**config.mk**
```make
export PLATFORM = sky130hd
export DESIGN_NAME = control_unit
export DESIGN_NICKNAME = d
export VERILOG_FILES = /design/src/rtl/cpu_pkg.sv /design/src/rtl/instr_decoder.sv /design/src/rtl/control_unit.sv
export SDC_FILE = /design/constraint.sdc
export NUM_CORES = 1
export LEC_CHECK = 0
export CAP_MARGIN = 40
export CORE_MARGIN = 1.5
export CORE_UTILIZATION = 54
export CTS_BUF_LIST = sky130_fd_sc_hd__clkbuf_8 sky130_fd_sc_hd__clkbuf_16
export CTS_CLUSTER_SIZE = 10
export DETAILED_ROUTE_END_ITERATION = 16
export GPL_TIMING_DRIVEN = 1
export PLACE_DENSITY = 0.93
export SLEW_MARGIN = 5
export SYNTH_ARGS = -nofsm -noshare
export SYNTH_HDL_FRONTEND = slang
export SYNTH_SLANG_ARGS = --single-unit
```
**constraint.sdc**
```tcl
create_clock -name clk -period 5 [get_ports clk]
set_clock_uncertainty 0.2 [all_clocks]
set_input_delay 1 -clock clk [delete_from_list [all_inputs] [get_ports clk]]
set_output_delay 1 -clock clk [all_outputs]
set_load 0.1 [all_outputs]
```
**src/rtl/cpu_pkg.sv**
```systemverilog
// Shared definitions for the 8-bit CPU: widths, opcodes, ALU encodings,
// instruction classes and sequencer states.
package cpu_pkg;

  localparam int DEF_DATA_WIDTH = 8;
  localparam int DEF_SEL_WIDTH  = 2;
  localparam int DEF_ADDR_WIDTH = 8;
  localparam int DEF_OP_WIDTH   = 4;

  localparam logic [3:0] OPC_NOP = 4'h0;
  localparam logic [3:0] OPC_LDI = 4'h1;
  localparam logic [3:0] OPC_MOV = 4'h2;
  localparam logic [3:0] OPC_ADD = 4'h3;
  localparam logic [3:0] OPC_SUB = 4'h4;
  localparam logic [3:0] OPC_AND = 4'h5;
  localparam logic [3:0] OPC_OR  = 4'h6;
  localparam logic [3:0] OPC_XOR = 4'h7;
  localparam logic [3:0] OPC_JZ  = 4'h8;
  localparam logic [3:0] OPC_JMP = 4'h9;
  localparam logic [3:0] OPC_HLT = 4'hF;

  // ALU operations share the opcode numbering; PASS_B reuses the MOV slot.
  localparam logic [DEF_OP_WIDTH-1:0] ALU_NONE   = 4'h0;
  localparam logic [DEF_OP_WIDTH-1:0] ALU_PASS_B = 4'h2;

  typedef enum logic [2:0] {
    CLS_NOP,
    CLS_LDI,
    CLS_MOV,
    CLS_ALU,
    CLS_JZ,
    CLS_JMP,
    CLS_HLT
  } instr_class_e;

  typedef enum logic [2:0] {
    ST_FETCH,
    ST_DECODE,
    ST_FETCH_OP,
    ST_EXECUTE,
    ST_WRITEBACK,
    ST_HALT
  } state_e;

endpackage

```
**src/rtl/instr_decoder.sv**
```systemverilog
// Combinational instruction byte decoder: [7:4] opcode, [3:2] rd, [1:0] rs.
module instr_decoder
  import cpu_pkg::*;
(
  input  logic [DEF_DATA_WIDTH-1:0] instr,
  output instr_class_e              cls,
  output logic [DEF_SEL_WIDTH-1:0]  rd,
  output logic [DEF_SEL_WIDTH-1:0]  rs,
  output logic [DEF_OP_WIDTH-1:0]   alu_op,
  output logic                      two_byte
);

  logic [3:0] opcode;

  assign opcode   = instr[7:4];
  assign rd       = instr[3:2];
  assign rs       = instr[1:0];
  assign two_byte = (cls == CLS_LDI) || (cls == CLS_JZ) || (cls == CLS_JMP);

  // Map the opcode onto an instruction class and ALU operation; unused opcodes behave as NOP.
  always_comb begin
    cls    = CLS_NOP;
    alu_op = ALU_NONE;
    case (opcode)
      OPC_LDI: cls = CLS_LDI;
      OPC_MOV: begin
        cls    = CLS_MOV;
        alu_op = ALU_PASS_B;
      end
      OPC_ADD, OPC_SUB, OPC_AND, OPC_OR, OPC_XOR: begin
        cls    = CLS_ALU;
        alu_op = opcode;
      end
      OPC_JZ:  cls = CLS_JZ;
      OPC_JMP: cls = CLS_JMP;
      OPC_HLT: cls = CLS_HLT;
      default: cls = CLS_NOP;
    endcase
  end

endmodule

```
**src/rtl/control_unit.sv**
```systemverilog
// Fetch/decode/sequence FSM for the 8-bit CPU. Owns the PC and zero flag and
// drives the registerset ports, ALU opcode and write-data select.
module control_unit
  import cpu_pkg::*;
#(
  parameter int DataWidth  = DEF_DATA_WIDTH,
  parameter int SEL_WIDTH  = DEF_SEL_WIDTH,
  parameter int ADDR_WIDTH = DEF_ADDR_WIDTH,
  parameter int OP_WIDTH   = DEF_OP_WIDTH
) (
  input  logic                  clk,
  input  logic                  res_n,
  output logic [ADDR_WIDTH-1:0] imem_addr,
  output logic                  imem_req,
  input  logic                  imem_valid,
  input  logic [DataWidth-1:0]  imem_data,
  output logic                  rd_en1,
  output logic                  rd_en2,
  output logic [SEL_WIDTH-1:0]  rd_sel1,
  output logic [SEL_WIDTH-1:0]  rd_sel2,
  output logic                  wr_en,
  output logic [SEL_WIDTH-1:0]  wr_sel,
  output logic                  reg_in_sel,
  output logic [DataWidth-1:0]  imm,
  output logic [OP_WIDTH-1:0]   alu_op,
  input  logic                  alu_zero,
  output logic                  halted
);

  state_e                state;
  logic [ADDR_WIDTH-1:0] pc;
  logic [ADDR_WIDTH-1:0] pc_inc;
  logic [DataWidth-1:0]  ir;
  logic                  zflag;
  logic                  fetch_ok;

  logic [DataWidth-1:0]  dec_in;
  instr_class_e          dec_cls;
  logic [SEL_WIDTH-1:0]  dec_rd;
  logic [SEL_WIDTH-1:0]  dec_rs;
  logic [OP_WIDTH-1:0]   dec_alu_op;
  logic                  dec_two_byte;

  // The PC register doubles as the fetch address, so it cannot move while a request is open.
  assign imem_addr = pc;
  assign pc_inc    = pc + ADDR_WIDTH'(1);
  assign fetch_ok  = imem_req & imem_valid;

  // In FETCH the incoming byte is decoded so the DECODE-cycle read enables can be registered;
  // in every later state the latched instruction is decoded.
  assign dec_in = (state == ST_FETCH) ? imem_data : ir;

  instr_decoder u_decoder (
    .instr    (dec_in),
    .cls      (dec_cls),
    .rd       (dec_rd),
    .rs       (dec_rs),
    .alu_op   (dec_alu_op),
    .two_byte (dec_two_byte)
  );

  // Sequencer: every output is registered and computed for the state being entered.
  always_ff @(posedge clk) begin
    if (!res_n) begin
      state      <= ST_FETCH;
      pc         <= '0;
      ir         <= '0;
      imm        <= '0;
      zflag      <= 1'b0;
      imem_req   <= 1'b0;
      rd_en1     <= 1'b0;
      rd_en2     <= 1'b0;
      rd_sel1    <= '0;
      rd_sel2    <= '0;
      wr_en      <= 1'b0;
      wr_sel     <= '0;
      reg_in_sel <= 1'b0;
      alu_op     <= '0;
      halted     <= 1'b0;
    end else begin
      imem_req   <= 1'b0;
      rd_en1     <= 1'b0;
      rd_en2     <= 1'b0;
      rd_sel1    <= '0;
      rd_sel2    <= '0;
      wr_en      <= 1'b0;
      wr_sel     <= '0;
      reg_in_sel <= 1'b0;
      alu_op     <= '0;
      halted     <= 1'b0;
      case (state)
        ST_FETCH: begin
          if (fetch_ok) begin
            ir    <= imem_data;
            pc    <= pc_inc;
            state <= ST_DECODE;
            if (dec_cls == CLS_MOV || dec_cls == CLS_ALU) begin
              rd_en1  <= 1'b1;
              rd_sel1 <= dec_rd;
              rd_en2  <= 1'b1;
              rd_sel2 <= dec_rs;
            end
          end else begin
            imem_req <= 1'b1;
          end
        end
        ST_DECODE: begin
          case (dec_cls)
            CLS_MOV, CLS_ALU: begin
              state   <= ST_EXECUTE;
              rd_en1  <= 1'b1;
              rd_sel1 <= dec_rd;
              rd_en2  <= 1'b1;
              rd_sel2 <= dec_rs;
              alu_op  <= dec_alu_op;
            end
            CLS_HLT: begin
              state  <= ST_HALT;
              halted <= 1'b1;
            end
            default: begin
              imem_req <= 1'b1;
              state    <= dec_two_byte ? ST_FETCH_OP : ST_FETCH;
            end
          endcase
        end
        ST_FETCH_OP: begin
          if (fetch_ok) begin
            imm <= imem_data;
            if (dec_cls == CLS_LDI) begin
              pc         <= pc_inc;
              state      <= ST_WRITEBACK;
              wr_en      <= 1'b1;
              wr_sel     <= dec_rd;
              reg_in_sel <= 1'b1;
            end else begin
              imem_req <= 1'b1;
              state    <= ST_FETCH;
              if (dec_cls == CLS_JMP || (dec_cls == CLS_JZ && zflag)) begin
                pc <= imem_data;
              end else begin
                pc <= pc_inc;
              end
            end
          end else begin
            imem_req <= 1'b1;
          end
        end
        ST_EXECUTE: begin
          if (dec_cls == CLS_ALU) begin
            zflag <= alu_zero;
          end
          state   <= ST_WRITEBACK;
          rd_en1  <= 1'b1;
          rd_sel1 <= dec_rd;
          rd_en2  <= 1'b1;
          rd_sel2 <= dec_rs;
          alu_op  <= dec_alu_op;
          wr_en   <= 1'b1;
          wr_sel  <= dec_rd;
        end
        ST_WRITEBACK: begin
          imem_req <= 1'b1;
          state    <= ST_FETCH;
        end
        ST_HALT: begin
          halted <= 1'b1;
        end
        default: begin
          state <= ST_FETCH;
        end
      endcase
    end
  end

endmodule

```
==> results of run 1 <==
[flip-flops by register name, indices dropped and copies added, names as in the netlist]
name        flops
wr_en           1
zflag           1
rd_en2          1
state           3
halted          1
alu_op          4
reg_in_sel      1
imem_req        1
ir              8
imm             8
imem_addr       8
wr_sel          2
rd_sel2         2
rd_sel1         2
[metal layers]
layer	global-route usage, %	vias up
met2	55.5	124
met3	6.08	24
met5	0	-
met4	12.2	0
met1	34.9	1002
li1	-	1012
[cell type report]
class	count	area (sq um)	share of cell area [%]
multi-input combinational	177	1090	35.7
timing repair buffer	75	911	29.9
sequential	43	861	28.2
clock buffer	5	68.8	2.26
tap	48	60.1	1.97
clock inverter	3	43.8	1.44
inverter	4	15.0	0.493
[cell families (layout without fill, tap and decap cells)]
| group | after synthesis | in the layout | share of synthesized area [%] |
|---|---|---|---|
| buffers and inverters | 20 | 87 | 4.94 |
| xor gates and xnor gates | 1 | 1 | 0.427 |
| other | 1 | 1 | 0.183 |
| AOI/OAI and AO/OA | 58 | 58 | 19.3 |
| muxes | 10 | 10 | 5.19 |
| and+or+nand+nor | 106 | 106 | 27.3 |
| DFF | 43 | 43 | 42.0 |
| adders and majority gates | 1 | 1 | 0.610 |
[final timing paths]
check / start / endpoint / slack [ns] / cells after the start
max: res_n / imem_addr[3]$_SDFFE_PN0P_ / 2.05 / 4
min: imm[2]$_SDFFE_PN0P_ / imm[2]$_SDFFE_PN0P_ / 0.26 / 2
max reg2reg: state[1]$_SDFFE_PN0P_ / rd_sel1[1]$_SDFF_PN0_ / 2.25 / 4
min reg2reg: imm[2]$_SDFFE_PN0P_ / imm[2]$_SDFFE_PN0P_ / 0.26 / 2
[power by group]
group          internal (mW)  switching [mW]
Combinational         0.0847           0.153
Clock                  0.149           0.123
Sequential             0.357          0.0252
[metrics by stage]
stage | std cells | cell area (sq um) | total power [mW] | setup WS (ns)
3_5_place_dp | 347 | 2940 | 0.620 | 1.81
5_1_grt | 355 | 3050 | 0.925 | 1.88
6_report | 355 | 3050 | 0.892 | 2.05
4_1_cts | 355 | 3050 | 0.888 | 2.11
2_1_floorplan | 240 | 2050 | 0.546 | 2.44
3_3_place_gp | 315 | 2450 | 0.587 | 1.87
[layout by cell type (no fill, tap or decap), types with 2 or more instances in the layout]
cell             instances
nor3_1                   9
dfxtp_1                 43
clkbuf_8                 5
and2_1                   5
o31ai_1                  2
a31oi_1                  6
a21oi_2                  2
clkdlybuf4s50_1         43
mux2i_1                  8
a211o_1                  3
nand3_1                 22
a21oi_1                 21
nor4_1                   6
and4_1                   2
a221o_1                  2
buf_8                   32
nor2_1                   9
nand2_1                 39
o21ai_0                  8
inv_1                    4
and3_1                   2
[tightest hold or removal path, cell delays in order (launching register included)]
cell and delay (ns):
dfxtp_1 0.31, nand2_1 0.05, a21oi_1 0.05
==> impl_metrics.csv, run 1 <==
group,metric,value,unit
critical_path,setup.worst_path.end_class,"flop",
clock_network,clk_pin_slew,0.09,ns
grt,grt_max_degree,25,
critical_path,cp_data_arrival_time,3.00,ns
grt,antenna_found_initial,0,
routing,totalWireLength,6.11,mm
run,max_cap_viol_count,0,
clock_network,cts-resized-gates,0,
clock_network,cts_hold_buf,0,
sta,hold_viol,0,
place,portBuffers,43,
floorplan,fp.dieW,64.6,um
sta,setup_tns,0,ns
logic_synthesis,synth_top_area_share,42.0,%
layout,fin_util,83.3,%
routing,ant_nets,0,
clock_network,cts_buffers,5,
logic_synthesis,ys_seq_area_share,42.0,%
clock_network,post-cts-setup-buffers,0,
routing,via_per_inst,6.09,
routing,met3WireLength,453,um
sta,tightest_slew,0.901,ns
routing,highest_layer,"met4",
routing,routedWlPerCell,17.2,um
clock_network,htree_levels,2,
grt,grt_usage,30.5,%
power_and_ir_drop,leakagePower,1.14,nW
routing,first_pass_iters,5,
critical_path,required,5.05,ns
sta,rsz0062_at_grt,"no",
grt,grt_pass1_wl,9.80,mm
routing,drt_iter0_markers,273,
sta,fin_crit,2.95,ns
sta,slew_violations,0,
logic_synthesis,synth_top_area_cell,"dfxtp_1",
layout,nets,319,
logic_synthesis,ys_seq_elements,43,
grt,grt_pass1_vias,2038,
sta,fmax,339,MHz
critical_path,critPathMaxStageDelay,0.87,ns
routing,vias,2162,
critical_path,cp_top_family,"buffers and inverters",
logic_synthesis,synth_ff_type,"dfxtp_1",
logic_synthesis,syn_avg_cell_area,8.54,sq um
logic_synthesis,yosysMostFrequentCell,"dfxtp_1",
critical_path,path_buf_inv,2,
floorplan,num_rows,22,
clock_network,cts_root_buffer,"clkbuf_8",
routing,met2_length,3.18,mm
floorplan,io-pin-count,44,
floorplan,core_area,0.00366,sq mm
place,dpl.hpwl,4.20,mm
logic_synthesis,ys_async_sr_fraction,0,%
logic_synthesis,synth_area_leaders,"dfxtp_1 42%, nand2_1 7.1%, nand3_1 5.4%, a21oi_1 5.1%, mux2i_1 3.9%",
logic_synthesis,syn_area,0.00205,sq mm
critical_path,worstSetupPathType,"in -> reg",
power_and_ir_drop,ir_drop,0.175,mV
layout,area_delta_synth_final,48.6,%
sta,timing.final.crit_share,58.9,%
routing,drt-met1-wl,2.30,mm
critical_path,critPathSlowestCell,"clkdlybuf4s50_1",
critical_path,cp-start-kind,"input port",
logic_synthesis,synth_cells,240,
clock_network,cts_max_path_buffers,2,
clock_network,numClockSinks,43,
power_and_ir_drop,powerDensity,293,mW/mm^2
routing,drc,0,
outcome,status,"finished clean",
sta,relSlewSlack,39.8,%
layout,fillers,204,
grt,overflow,0,
floorplan,dieArea,0.00418,sq mm
critical_path,crit_fanout,22,
logic_synthesis,synth_cell_types,53,
logic_synthesis,synth_nets,253,
logic_synthesis,synth_edf_count,0,
logic_synthesis,yosysWarnings,0,
layout,drive_gt1_share,16.9,%
critical_path,crit_chain,"clkdlybuf4s50_1 > inv_1 > nor4_1 > a221o_1",
layout,diodes,0,
place,routabilityCongestion,0.928,
sta,hold_ws,0.259,ns
sta,setup_viol,0,
floorplan,initial_core_util,56.0,%
clock_network,cts_tree,"yes",
floorplan,die_y,64.6,um
logic_synthesis,yosys-top-cells-count,"43 x dfxtp_1, 39 x nand2_1, 22 x nand3_1",
hold_path,min_path_type,"reg -> reg",
clock_network,clk_latency,0.30,ns
Note: power is estimated with default switching activity, not from simulation.
==> inputs of run 2 (changes only) <==
--- a/config.mk
+++ b/config.mk
@@ -7,12 +7,12 @@
 export LEC_CHECK = 0
 export CAP_MARGIN = 40
 export CORE_MARGIN = 1.5
-export CORE_UTILIZATION = 54
+export CORE_UTILIZATION = 45
 export CTS_BUF_LIST = sky130_fd_sc_hd__clkbuf_8 sky130_fd_sc_hd__clkbuf_16
 export CTS_CLUSTER_SIZE = 10
 export DETAILED_ROUTE_END_ITERATION = 16
 export GPL_TIMING_DRIVEN = 1
-export PLACE_DENSITY = 0.93
+export PLACE_DENSITY = 0.84
 export SLEW_MARGIN = 5
 export SYNTH_ARGS = -nofsm -noshare
 export SYNTH_HDL_FRONTEND = slang
==> constraint.sdc (replaced) <==
create_clock -name clk -period 2.61 [get_ports clk]
set_clock_uncertainty 0.2 [all_clocks]
set_input_delay 0.522 -clock clk [delete_from_list [all_inputs] [get_ports clk]]
set_output_delay 0.522 -clock clk [all_outputs]
set_load 0.1 [all_outputs]
==> run 2 against run 1 <==
  * Non-clock buffer count shrank 19
  * Clock power grew 47%
  * Total power grew 73%
  * Worst setup slack lost 1.5 ns
  * Highest routed layer unchanged
  * Utilization shrank 25 points
  * Critical path depth grew 1
  * Clock-buffer cell count is the same
  * Critical endpoint is now imem_req$_SDFF_PN0_
  * Largest power group unchanged
==> impl_metrics.csv, run 2 (synthesis gave the netlist of run 1 again) <==
group,metric,value,unit
outcome,status,"finished clean",
grt,grt_pass1_wl,8.30,mm
power_and_ir_drop,swShare,35.1,%
layout,fin_util,58.4,%
critical_path,crit_fanout,10,
critical_path,worstSetupPathType,"reg -> reg",
power_and_ir_drop,powerDensity,602,mW/mm^2
layout,final_common_cell,"buf_4",
grt,overflow,0,
floorplan,num_rows,24,
critical_path,rrSetupSlack,0.51,ns
power_and_ir_drop,ir_drop,0.267,mV
sta,fin_ws,0.507,ns
clock_network,cts_max_path_buffers,2,
clock_network,clk_pin_slew,0.08,ns
sta,tightest_slew,0.592,ns
hold_path,min_path_type,"reg -> reg",
clock_network,cts_tree,"yes",
power_and_ir_drop,p_sw,0.542,mW
clock_network,cts_root_buffer,"clkbuf_8",
layout,diodes,0,
layout,fillers,408,
place,dpl.hpwl,3.65,mm
power_and_ir_drop,comb_power_share,27.9,%
clock_network,htree_levels,2,
routing,via_per_inst,5.72,
grt,grt_usage,20.8,%
layout,area_delta_synth_final,25.0,%
place,dp_cells,332,
floorplan,die_y,70.5,um
floorplan,fp.dieW,70.5,um
sta,timing.final.crit_share,80.6,%
critical_path,cp-start-kind,"flop",
routing,drc,0,
grt,antenna_found_initial,0,
sta,relSlewSlack,60.1,%
place,routabilityCongestion,0.947,
power_and_ir_drop,internal_power,1.00,mW
sta,hold_viol,0,
sta,rsz0062_at_grt,"no",
grt,grt_max_degree,24,
power_and_ir_drop,p_total,1.54,mW
floorplan,initial_core_util,46.8,%
sta,fmax,476,MHz
power_and_ir_drop,leakagePower,1.02,nW
routing,drt_iter0_markers,220,
place,place_ws,0.255,ns
sta,slew_violations,0,
layout,multiInputGateArea,0.00109,sq mm
place,placed_area,0.00248,sq mm
critical_path,required,2.59,ns
floorplan,io-pin-count,44,
sta,fin_crit,2.10,ns
layout,stdcell_count,340,
routing,routedWlPerCell,14.7,um
clock_network,cts-resized-gates,0,
routing,ant_nets,0,
layout,nets,300,
power_and_ir_drop,p_seq_share,46.1,%
clock_network,post-cts-setup-buffers,0,
place,portBuffers,43,
layout,seqCellArea,861,sq um
floorplan,core_area,0.00438,sq mm
grt,grt_pass1_vias,1709,
power_and_ir_drop,clkPwrFrac,26.0,%
routing,totalWireLength,5.00,mm
floorplan,dieArea,0.00497,sq mm
clock_network,clk_latency,0.29,ns
clock_network,cts_buffers,5,
routing,first_pass_iters,5,
routing,vias,1946,
critical_path,cp_data_arrival_time,2.08,ns
sta,setup_tns,0,ns
sta,setup_viol,0,
critical_path,setup.worst_path.end_class,"flop",
sta,hold_ws,0.257,ns
run,max_cap_viol_count,0,
layout,drive_gt1_share,22.2,%
clock_network,numClockSinks,43,
layout,most-common-layout-cells,"45 x buf_4, 43 x dfxtp_1, 39 x nand2_1, 22 x nand3_1, 21 x a21oi_1",
clock_network,cts_hold_buf,0,
layout,fin_area,0.00256,sq mm
-- run 2: worst max-delay path, stage by stage, from the launching register on --
cell and delay (ns):
dfxtp_1 0.34, nor3_4 0.51, buf_4 0.26, mux2i_1 0.27
a21oi_2 0.15, a32o_1 0.26
-- run 2: power groups by stage --
stage	sequential (mW)	clock, mW	combinational, mW
floorplan	0.826	0	0.221
global placement	0.725	0	0.422
detailed placement	0.727	0	0.426
CTS	0.711	0.410	0.427
global route	0.715	0.441	0.457
finish	0.712	0.401	0.430
-- run 2: final timing paths --
kind,to,startpoint,cells after the start
worst max-delay path,imem_req$_SDFF_PN0_,state[0]$_SDFFE_PN0P_,5
worst min-delay path,ir[0]$_SDFFE_PN0P_,ir[0]$_SDFFE_PN0P_,2
worst max register to register,imem_req$_SDFF_PN0_,state[0]$_SDFFE_PN0P_,5
worst min register to register,ir[0]$_SDFFE_PN0P_,ir[0]$_SDFFE_PN0P_,2
-- run 2: area by class of cell --
cell class / count / area share [%]
multi-input cells: 177 / 42.5
clock buffers: 5 / 2.69
clock inverters: 3 / 0.635
flip-flops and latches: 43 / 33.6
well taps: 52 / 2.54
repair buffers: 56 / 17.5
inverters: 4 / 0.586
-- run 2: routing by layer --
| layer | up-vias | GRT usage, % | wire length, um |
|---|---|---|---|
| li1 | 967 | - | - |
| met3 | 12 | 4.91 | 431 |
| met2 | 82 | 32.3 | 2380 |
| met1 | 885 | 28.3 | 2090 |
| met4 | 0 | 7.48 | 91 |
| met5 | - | 0 | 0 |
